<file path="src/rtl/lsu_ctrl.sv">
// Load/store sequencer for the MEM stage: alignment check, byte-lane steering,
// req/ack memory handshake with bus timeout, and load-data extension.
module lsu_ctrl #(
    parameter int MEM_TIMEOUT = 16
) (
    input  logic        i_clk,
    input  logic        i_reset,
    input  logic        i_valid,
    input  logic        i_we,
    input  logic [1:0]  i_size,
    input  logic        i_unsigned,
    input  logic [31:0] i_eff_addr,
    input  logic [31:0] i_wdata,
    output logic        o_ready,
    output logic        o_stall,
    output logic        o_done,
    output logic [31:0] o_rdata,
    output logic [1:0]  o_exc,
    output logic        o_mem_req,
    output logic        o_mem_we,
    output logic [31:0] o_mem_addr,
    output logic [3:0]  o_mem_be,
    output logic [31:0] o_mem_wdata,
    input  logic        i_mem_ack,
    input  logic [31:0] i_mem_rdata
);

    typedef enum logic [1:0] {
        IDLE,
        REQ,
        DONE
    } state_t;

    localparam int CNT_W = (MEM_TIMEOUT > 1) ? $clog2(MEM_TIMEOUT) : 1;
    localparam logic [CNT_W-1:0] CNT_LAST = CNT_W'(MEM_TIMEOUT - 1);

    localparam logic [1:0] EXC_NONE     = 2'b00;
    localparam logic [1:0] EXC_LD_ALIGN = 2'b01;
    localparam logic [1:0] EXC_ST_ALIGN = 2'b10;
    localparam logic [1:0] EXC_TIMEOUT  = 2'b11;

    state_t           state, state_next;
    logic [CNT_W-1:0] cnt;
    logic [1:0]       size_q;
    logic             unsigned_q;
    logic [1:0]       off_q;

    logic             misaligned;
    logic [3:0]       be_in;
    logic [31:0]      wdata_in;
    logic [7:0]       byte_sel;
    logic [15:0]      half_sel;
    logic [31:0]      load_data;

    // Alignment and lane steering work on the live request inputs so the
    // registered bus fields are already correct on the first REQ cycle.
    always_comb begin
        // NOTE: every always_comb output gets a default first so no path infers a latch.
        misaligned = 1'b0;
        be_in      = 4'b0000;
        wdata_in   = i_wdata;
        unique case (i_size)
            2'b00: begin
                be_in    = 4'b0001 << i_eff_addr[1:0];
                wdata_in = {4{i_wdata[7:0]}};
            end
            2'b01: begin
                misaligned = i_eff_addr[0];
                be_in      = i_eff_addr[1] ? 4'b1100 : 4'b0011;
                wdata_in   = {2{i_wdata[15:0]}};
            end
            2'b10: begin
                misaligned = |i_eff_addr[1:0];
                be_in      = 4'b1111;
            end
            default: misaligned = 1'b1;
        endcase
    end

    always_comb begin
        byte_sel  = i_mem_rdata[{off_q, 3'b000} +: 8];
        half_sel  = off_q[1] ? i_mem_rdata[31:16] : i_mem_rdata[15:0];
        load_data = i_mem_rdata;
        unique case (size_q)
            2'b00:   load_data = {{24{~unsigned_q & byte_sel[7]}}, byte_sel};
            2'b01:   load_data = {{16{~unsigned_q & half_sel[15]}}, half_sel};
            default: load_data = i_mem_rdata;
        endcase
    end

    always_ff @(posedge i_clk or posedge i_reset) begin
        // NOTE: sequential state uses non-blocking assignments so all registers update together.
        if (i_reset) begin
            state <= IDLE;
        end else begin
            state <= state_next;
        end
    end

    always_comb begin
        state_next = state;
        o_ready    = 1'b0;
        o_done     = 1'b0;
        o_mem_req  = 1'b0;
        o_stall    = 1'b0;
        unique case (state)
            IDLE: begin
                o_ready = 1'b1;
                o_stall = i_valid & ~i_reset;
                if (i_valid) begin
                    state_next = misaligned ? DONE : REQ;
                end
            end
            REQ: begin
                o_mem_req = 1'b1;
                o_stall   = 1'b1;
                if (i_mem_ack || cnt == CNT_LAST) begin
                    state_next = DONE;
                end
            end
            DONE: begin
                o_done     = 1'b1;
                state_next = IDLE;
            end
            default: state_next = IDLE;
        endcase
    end

    always_ff @(posedge i_clk or posedge i_reset) begin
        if (i_reset) begin
            cnt         <= '0;
            size_q      <= 2'b00;
            unsigned_q  <= 1'b0;
            off_q       <= 2'b00;
            o_mem_we    <= 1'b0;
            o_mem_addr  <= '0;
            o_mem_be    <= 4'b0000;
            o_mem_wdata <= '0;
            o_rdata     <= '0;
            o_exc       <= EXC_NONE;
        end else begin
            unique case (state)
                IDLE: begin
                    if (i_valid) begin
                        if (misaligned) begin
                            o_rdata <= '0;
                            o_exc   <= i_we ? EXC_ST_ALIGN : EXC_LD_ALIGN;
                        end else begin
                            cnt         <= '0;
                            size_q      <= i_size;
                            unsigned_q  <= i_unsigned;
                            off_q       <= i_eff_addr[1:0];
                            o_mem_we    <= i_we;
                            o_mem_addr  <= {i_eff_addr[31:2], 2'b00};
                            o_mem_be    <= be_in;
                            o_mem_wdata <= wdata_in;
                        end
                    end
                end
                REQ: begin
                    // An ack arriving on the final allowed cycle still completes normally.
                    if (i_mem_ack) begin
                        o_rdata <= o_mem_we ? 32'h0 : load_data;
                        o_exc   <= EXC_NONE;
                    end else if (cnt == CNT_LAST) begin
                        o_rdata <= '0;
                        o_exc   <= EXC_TIMEOUT;
                    end else begin
                        cnt <= cnt + CNT_W'(1);
                    end
                end
                default: ;
            endcase
        end
    end

endmodule

</file>
<file path="config.mk">
export PLATFORM = sky130hd
export DESIGN_NAME = lsu_ctrl
export DESIGN_NICKNAME = d
export VERILOG_FILES = /design/src/rtl/lsu_ctrl.sv
export SDC_FILE = /design/constraint.sdc
export NUM_CORES = 1
export LEC_CHECK = 0
export CAP_MARGIN = 10
export CORE_MARGIN = 1.5
export CORE_UTILIZATION = 45
export CTS_BUF_LIST = sky130_fd_sc_hd__clkbuf_2
export DETAILED_ROUTE_END_ITERATION = 8
export GPL_ROUTABILITY_DRIVEN = 0
export GPL_TIMING_DRIVEN = 0
export PLACE_DENSITY = 0.92
export SYNTH_ARGS = -nofsm -noshare
export SYNTH_HDL_FRONTEND = slang
export SYNTH_SLANG_ARGS = --single-unit
export TNS_END_PERCENT = 20
</file>
<file path="constraint.sdc">
create_clock -name i_clk -period 4.4 [get_ports i_clk]
set_input_delay 0.66 -clock i_clk [delete_from_list [all_inputs] [get_ports i_clk]]
set_output_delay 0.66 -clock i_clk [all_outputs]
set_load 0.01 [all_outputs]
</file>
; Yosys cells after proc, flatten, opt, wreduce, memory -nomap -nowiden
; Cells that the tools add are included.
[totals]
output_inout_bits = 107
reg_bits = 112
[op_classes]
n_shift = 2
addsub = 1
mux = 31
reduce_logical = 10
eq_ne = 13
bitwise_logic = 6
[op_table]
columns = op, n
row1 = 32-bit case mux with 2 select lines, 3
row2 = 32-bit 2-to-1 mux, 5
row3 = 32-bit by 6-bit variable part select with 8-bit output, 1
row4 = 4-bit 2-to-1 mux, 5
row5 = 16-bit 2-to-1 mux, 1
row6 = 2-bit 2-to-1 mux, 8
row7 = 2-bit inequality test (second input constant), 6
row8 = 4-bit case mux with 3 select lines, 1
row9 = 2-bit case mux with 2 select lines, 2
row10 = 4-bit case mux with 2 select lines, 1
row11 = 2-bit by 1-bit equality test with 1-bit output (second input constant), 3
row12 = 2-bit logical NOT, 3
row13 = 5-bit AND reduction, 1
row14 = 4-bit by 1-bit adder with 4-bit output (second input constant), 1
row15 = 2-bit equality test (second input constant), 2
row16 = 4-bit equality test (second input constant), 1
row17 = 4-bit AND reduction, 1
row18 = 1-bit by 2-bit << shifter with 4-bit output (first input constant), 1
row19 = 1-bit bitwise AND, 3
row20 = 1-bit 2-to-1 mux, 3
row21 = 3-bit inequality test (second input constant), 1
row22 = 1-bit inverter, 3
row23 = 1-bit case mux with 3 select lines, 1
row24 = 3-bit AND reduction, 1
row25 = other kinds (5), 5

; Depth between registers and ports, before layout
; Gate-level depths: netlist of the first run.
[depth]
word_depth = 6
ltp_mapped = 7
depth_no_buf = 6

; Least setup slack after synthesis of the first run
; Ideal clock, no wire load.
[synth_timing]
path_kind = input -> output
startpoint = in i_reset
endpoint = out o_stall
stages = 3
arrival_ns = 3.465
setup_slack_ns = 0.275
cell_sequence = inv_1 > a21oi_1 > nor2_1
[synth_between]
elab_chain_cells = 3
[synth_lines]
columns = item, line_no
row1 = from (decl), 7  ; input logic i_reset,
row2 = 1-bit inverter, 109  ; o_stall = i_valid & ~i_reset;
row3 = 1-bit bitwise AND, 109
row4 = 1-bit case mux with 2 select lines, 106  ; unique case (state)
row5 = to (decl), 15  ; output logic o_stall,
; Every way passes these cells.

; Worst setup path after layout of the first run
; Ends and elaborated chain as after synthesis.

==> impl_metrics.json, run 1 <==
{
  "synth-seq-cells": 112,
  "start_kind": "primary input",
  "routed_wl_um": 15000,
  "max_cap_violations": 0,
  "cp_max_fo": 67,
  "cts.reportedPaths.clkPinSlew_ns": 0.28,
  "fp.dieH_um": 112,
  "rsz0062_at_grt": "false",
  "antenna_cells": 0,
  "cts_tree": "built",
  "async_flop_share": 1.00,
  "fmax_ghz": 0.287,
  "ys_seq_area_frac": 0.524,
  "syn_area_per_cell_um2": 12.0,
  "grt_max_degree": 68,
  "critPathSlowestCell": "clkdlybuf4s50_1",
  "hp-class": "primary input to async pin",
  "postCtsResizedCells": 0,
  "synthCells": 446,
  "slowest_delay_ns": 0.56,
  "fin_ws_ns": 0.919,
  "coreArea_mm2": 0.0115,
  "post-route-drc-count": 8,
  "io_buffers": 206,
  "yosys_warnings": 0,
  "first_iter_violations": 245,
  "drive_gt1_frac": 0.167,
  "slew_headroom": 0.533,
  "numClockSinks": 112,
  "rows": 39,
  "hpwl_um": 11300,
  "reg2reg_to": "o_mem_addr[21]",
  "place_ws_ns": 0.883,
  "p_comb_frac": 0.508,
  "reg2reg_from": "state[1]",
  "layout.cells.non_filler": 813,
  "ff2ff_setup_slack_ns": 2.31,
  "holdBufCountCts": 0,
  "place_inst": 797,
  "clk_path_buf_depth": 2,
  "die_w_um": 112,
  "final_antenna_net_count": 0,
  "wl_per_cell_um": 18.4,
  "p_sw_frac": 0.349,
  "cts_inserted_buffers": 9,
  "drt_pass1_iterations": 7,
  "p_leak_nw": 3.33,
  "status": "complete, but fails checks",
  "io_pins": 211,
  "final_net_count": 770,
  "reg2regPathDepth": 5,
  "htreeDepth": 3,
  "cp_common_cell": "clkdlybuf4s50_1",
  "grt_first_pass_wirelength_um": 24000,
  "end_kind": "output port",
  "via_count": 4504,
  "grt_antenna_before_repair": 0,
  "cp_num_buf_inv": 4,
  "intPower_mw": 2.99,
  "ys.flop_type": "dfrtp_1",
  "worst_pin_slew_ns": 0.701,
  "crit_cells": 6,
  "hold_viol": 0,
  "violations": "design-rule violations",
  "synth_edf_count": 0,
  "finClkSkew_ns": 0.0230,
  "crit_type": "primary input to output port",
  "dieArea_mm2": 0.0125,
  "crit_required_ns": 3.74,
  "post_cts_buffers": 0,
  "grt_pass1_vias": 4796,
  "root_buffer": "clkbuf_2",
  "p_clk_frac": 0.114,
  "p_seq_frac": 0.379,
  "via_per_inst": 5.54,
  "power.density_cell_area_mw_per_mm2": 593,
  "start_util": 0.464,
  "syn2layout_area_growth_pct": 45.1,
  "worstPathCellList": "clkdlybuf4s50_1, inv_4, buf_16, a21oi_1, nor2_1, clkdlybuf4s50_1",
  "final.period_utilization": 0.791,
  "utilization": 0.673,
  "cp.arrival_ns": 2.82,
  "overflow": 0,
  "min_period_ns": 3.48,
  "syn-cell-area_mm2": 0.00535,
  "ir_drop_mv": 0.347,
  "finalSetupViolations": 0,
  "yosysUniqueCellTypes": 48,
  "crit_family": "buffers and inverters",
  "net-switching-power_mw": 1.61,
  "grt_usage": 0.243,
  "slew_viol_final": 0,
  "worstSkewPairLatency_ns": 0.63
}
==> synth_stat cells, types with 2 or more instances <==
cell       count  area share
nor2_2         2      0.0023
buf_1          2      0.0014
or3_1          2      0.0023
a21oi_1       20       0.019
nor3_1         2      0.0019
o21ai_0       49       0.046
buf_4          7      0.0098
nor2b_1        6      0.0070
clkbuf_1      11      0.0077
dfrtp_1      112        0.52
inv_1         22       0.015
a221o_1       16       0.030
o21ai_1        2      0.0019
buf_2          9      0.0084
or3b_2         2      0.0033
o22ai_1        2      0.0023
o211ai_1       8       0.011
mux2_4         5       0.014
o32ai_1        7       0.011
buf_6          6       0.013
nand2_1       14      0.0098
nand2b_1       3      0.0035
mux2_2        58        0.12
mux2i_1       36       0.067
o2bb2ai_1      7       0.011
a21o_1         2      0.0028
nor2_1        13      0.0091
==> state kept, by name, summed over array words and instances, names as in the netlist <==
| register | count |
|---|---|
| cnt | 4 |
| o_exc | 2 |
| o_mem_addr | 30 |
| o_mem_be | 4 |
| o_mem_wdata | 32 |
| o_mem_we | 1 |
| o_rdata | 32 |
| off_q | 2 |
| size_q | 2 |
| state | 2 |
| unsigned_q | 1 |
==> placed cells by master (no fill, tap or decap), types with 3 or more instances in the layout <==
cell and instances:
a221o_1 16, nor2b_1 6, clkbuf_2 10, o211ai_1 8
clkdlybuf4s50_1 206, a21oi_1 20, nor2_1 13, o21ai_0 49
buf_6 6, nand2b_1 3, buf_2 9, nand2_1 14
mux2_4 5, clkbuf_1 11, buf_4 7, o32ai_1 7
o2bb2ai_1 7, inv_1 21, mux2i_1 36, mux2_2 58
dfrtp_1 112
==> power by group through the flow <==
stage          registers, mW  clock network, mW  logic (mW)
2_1_floorplan           1.93                  0       0.924
3_3_place_gp            1.74                  0        2.26
3_5_place_dp            1.77                  0        2.33
4_1_cts                 1.75              0.536        2.34
5_1_grt                 1.80              0.573        2.49
6_report                1.74              0.523        2.34
==> area by class of cell <==
type,instances,area [um2]
Clock buffer,10,50.0
Fill cell,841,3760
Buffer,35,214
Clock inverter,6,83.8
Timing Repair Buffer,207,2090
Sequential cell,112,2800
Tap cell,143,179
Multi-Input combinational cell,277,2250
Inverter,23,88.8
==> routing by layer <==
metal / GRT usage / vias to the layer above / share of wire
met1: 0.284 / 2212 / 0.40
met3: 0.0582 / 48 / 0.067
met5: 0 / - / 0
met4: 0.132 / 0 / 0.040
li1: - / 2054 / -
met2: 0.416 / 190 / 0.50
==> worst max path at each step <==
stage | start | endpoint
6_report | i_reset | o_stall
4_1_cts | i_reset | o_stall
3_3_place_gp | i_reset | o_stall
3_5_place_dp | i_reset | o_stall
2_1_floorplan | i_reset | o_stall
5_1_grt | i_reset | o_stall
==> stage by stage <==
| stage | instance area, um2 | hold WS (ns) | TNS [ns] | total power, mW |
|---|---|---|---|---|
| CTS | 7750 | 0.377 | 0 | 4.62 |
| global placement | 7590 | 0.465 | -73.91 | 3.99 |
| floorplan | 5350 | 0.476 | 0 | 2.85 |
| global route | 7750 | 0.409 | 0 | 4.86 |
| finish | 7750 | 0.404 | 0 | 4.60 |
| detailed placement | 7620 | 0.476 | 0 | 4.10 |
==> cells by family after synthesis <==
logic type,Yosys count,share of synthesized area
adders and majority gates,1,0.00234
and+or+nand+nor,53,0.0569
AOI/OAI and AO/OA,121,0.154
buffers and inverters,58,0.0562
muxes,99,0.204
DFF,112,0.524
other,1,0.000702
xor gates and xnor gates,1,0.00164
No activity file was read; power rests on OpenSTA's default activity.
==> run 2, diff against run 1 <==
- CORE_UTILIZATION: 45 -> 41
- PLACE_DENSITY: 0.92 -> 0.89
- clock period: 4.4 -> 3.02 ns (I/O delays scaled with it)
==> impl_metrics.json, run 2 (synthesis results as in run 1) <==
{
  "die_w_um": 117,
  "htreeDepth": 3,
  "worstPathCellList": "clkdlybuf4s50_1, clkinvlp_4, buf_12, a21oi_1, nor2_1, clkdlybuf4s50_1",
  "reg2reg_to": "o_mem_wdata[30]",
  "grt_usage": 0.224,
  "fin_ws_ns": 0.375,
  "critPathSlowestCell": "clkdlybuf4s50_1",
  "antenna_cells": 0,
  "power.density_cell_area_mw_per_mm2": 856,
  "grt_pass1_vias": 4640,
  "grt_first_pass_wirelength_um": 23400,
  "end_kind": "output port",
  "ir_drop_mv": 0.439,
  "fp.dieH_um": 117,
  "final_cell_mix": "206 x clkdlybuf4s50_1, 112 x dfrtp_1, 58 x mux2_2, 49 x o21ai_0, 36 x mux2i_1",
  "dpl_cell_area_mm2": 0.00767,
  "status": "complete, no violations",
  "whs_ns": 0.274,
  "overflow": 0,
  "hpwl_um": 11600,
  "hp-class": "primary input to register",
  "start_util": 0.422,
  "final_net_count": 773,
  "dr_wl_met3_um": 1010,
  "syn2layout_area_growth_pct": 46.2,
  "drive_gt1_frac": 0.172,
  "rsz0062_at_grt": "false",
  "cp_common_cell": "clkdlybuf4s50_1",
  "via_per_inst": 5.31,
  "stdcell_area_mm2": 0.00781,
  "finClkSkew_ns": 0.0125,
  "wl_per_cell_um": 17.8,
  "max_cap_violations": 0,
  "fmax_ghz": 0.378,
  "place_ws_ns": -0.219,
  "worst_pin_slew_ns": 0.748,
  "cts_tree": "built",
  "worstSkewPairLatency_ns": 0.60,
  "utilization": 0.617,
  "reg2reg_from": "state[1]",
  "via_count": 4491,
  "min_from": "i_size[0]",
  "root_buffer": "clkbuf_2",
  "finalSetupViolations": 0,
  "grt_max_degree": 43,
  "highest_layer": "met4",
  "cts.reportedPaths.clkPinSlew_ns": 0.27,
  "hold_depth": 4,
  "cp_max_fo": 42,
  "slowest_delay_ns": 0.60,
  "hold_viol": 0,
  "coreArea_mm2": 0.0127,
  "finalSetupTns_ns": 0,
  "io_buffers": 206,
  "wl_met2_um": 7640,
  "reg2regPathDepth": 5,
  "p_leak_nw": 3.33,
  "clk_path_buf_depth": 2,
  "layout.cells.non_filler": 845,
  "start_kind": "primary input",
  "slew_viol_final": 0,
  "final_common_cell": "clkdlybuf4s50_1",
  "dieArea_mm2": 0.0137,
  "crit_required_ns": 2.57,
  "drt_pass1_iterations": 5,
  "post-route-drc-count": 0,
  "cts_inserted_buffers": 9,
  "cp_num_buf_inv": 4,
  "crit_family": "buffers and inverters",
  "io_pins": 211,
  "first_iter_violations": 211,
  "m1WireLength_um": 5920,
  "numClockSinks": 112,
  "min_to": "o_mem_wdata[11]",
  "crit_type": "primary input to output port",
  "final_antenna_net_count": 0,
  "min_period_ns": 2.64,
  "postCtsResizedCells": 0,
  "power.total_mw": 6.69,
  "ff2ff_setup_slack_ns": 0.90,
  "grt_antenna_before_repair": 0,
  "rows": 41,
  "slew_headroom": 0.499,
  "place_inst": 827,
  "final.period_utilization": 0.876,
  "routed_wl_um": 15100,
  "largestRegisters": "o_mem_wdata (32), o_rdata (32), o_mem_addr (30)",
  "cp.arrival_ns": 2.19
}
-- run 2: area by class of cell --
class,instances,area (um2)
multi-input cells,277,2250
flip-flops and latches,112,2800
plain buffers,35,214
clock buffers,9,45.0
clock inverters,7,86.3
inverters,23,90.1
fillers,1036,4860
repair inverters,1,5.00
well taps,172,215
repair buffers,209,2110
-- run 2: per-layer routing --
| metal | up-vias | global-route usage |
|---|---|---|
| met3 | 42 | 0.0541 |
| met1 | 2197 | 0.270 |
| li1 | 2061 | - |
| met5 | - | 0 |
| met2 | 191 | 0.376 |
| met4 | 0 | 0.112 |
-- run 2: worst reg2reg max path, stage by stage (launching register included) --
cell and delay (ns):
dfrtp_1 0.53, nor3_2 0.28, a22oi_4 0.14, nor2_2 0.43, buf_4 0.30, mux2_2 0.36
-- run 2: what timing repair did --
item,in CTS,in global routing
buffers inserted,1,0
setup endpoints to repair,1,0
hold buffers,0,0
-- run 2: where the power goes --
| part | internal, mW | leakage, nW | switching [mW] |
|---|---|---|---|
| Combinational | 1.94 | 1.85 | 1.45 |
| Sequential | 2.15 | 1.40 | 0.402 |
| Clock | 0.266 | 0.0791 | 0.483 |
-- run 2: worst max-delay path by stage --
stage	from	to	slack, ns	cells after the start
floorplan	i_reset	o_stall	0.08	3
finish	i_reset	o_stall	0.38	6
detailed placement	i_reset	o_stall	-0.22	6
global placement	i_reset	o_stall	-1.58	5
global route	i_reset	o_stall	0.24	6
CTS	i_reset	o_stall	0.37	6
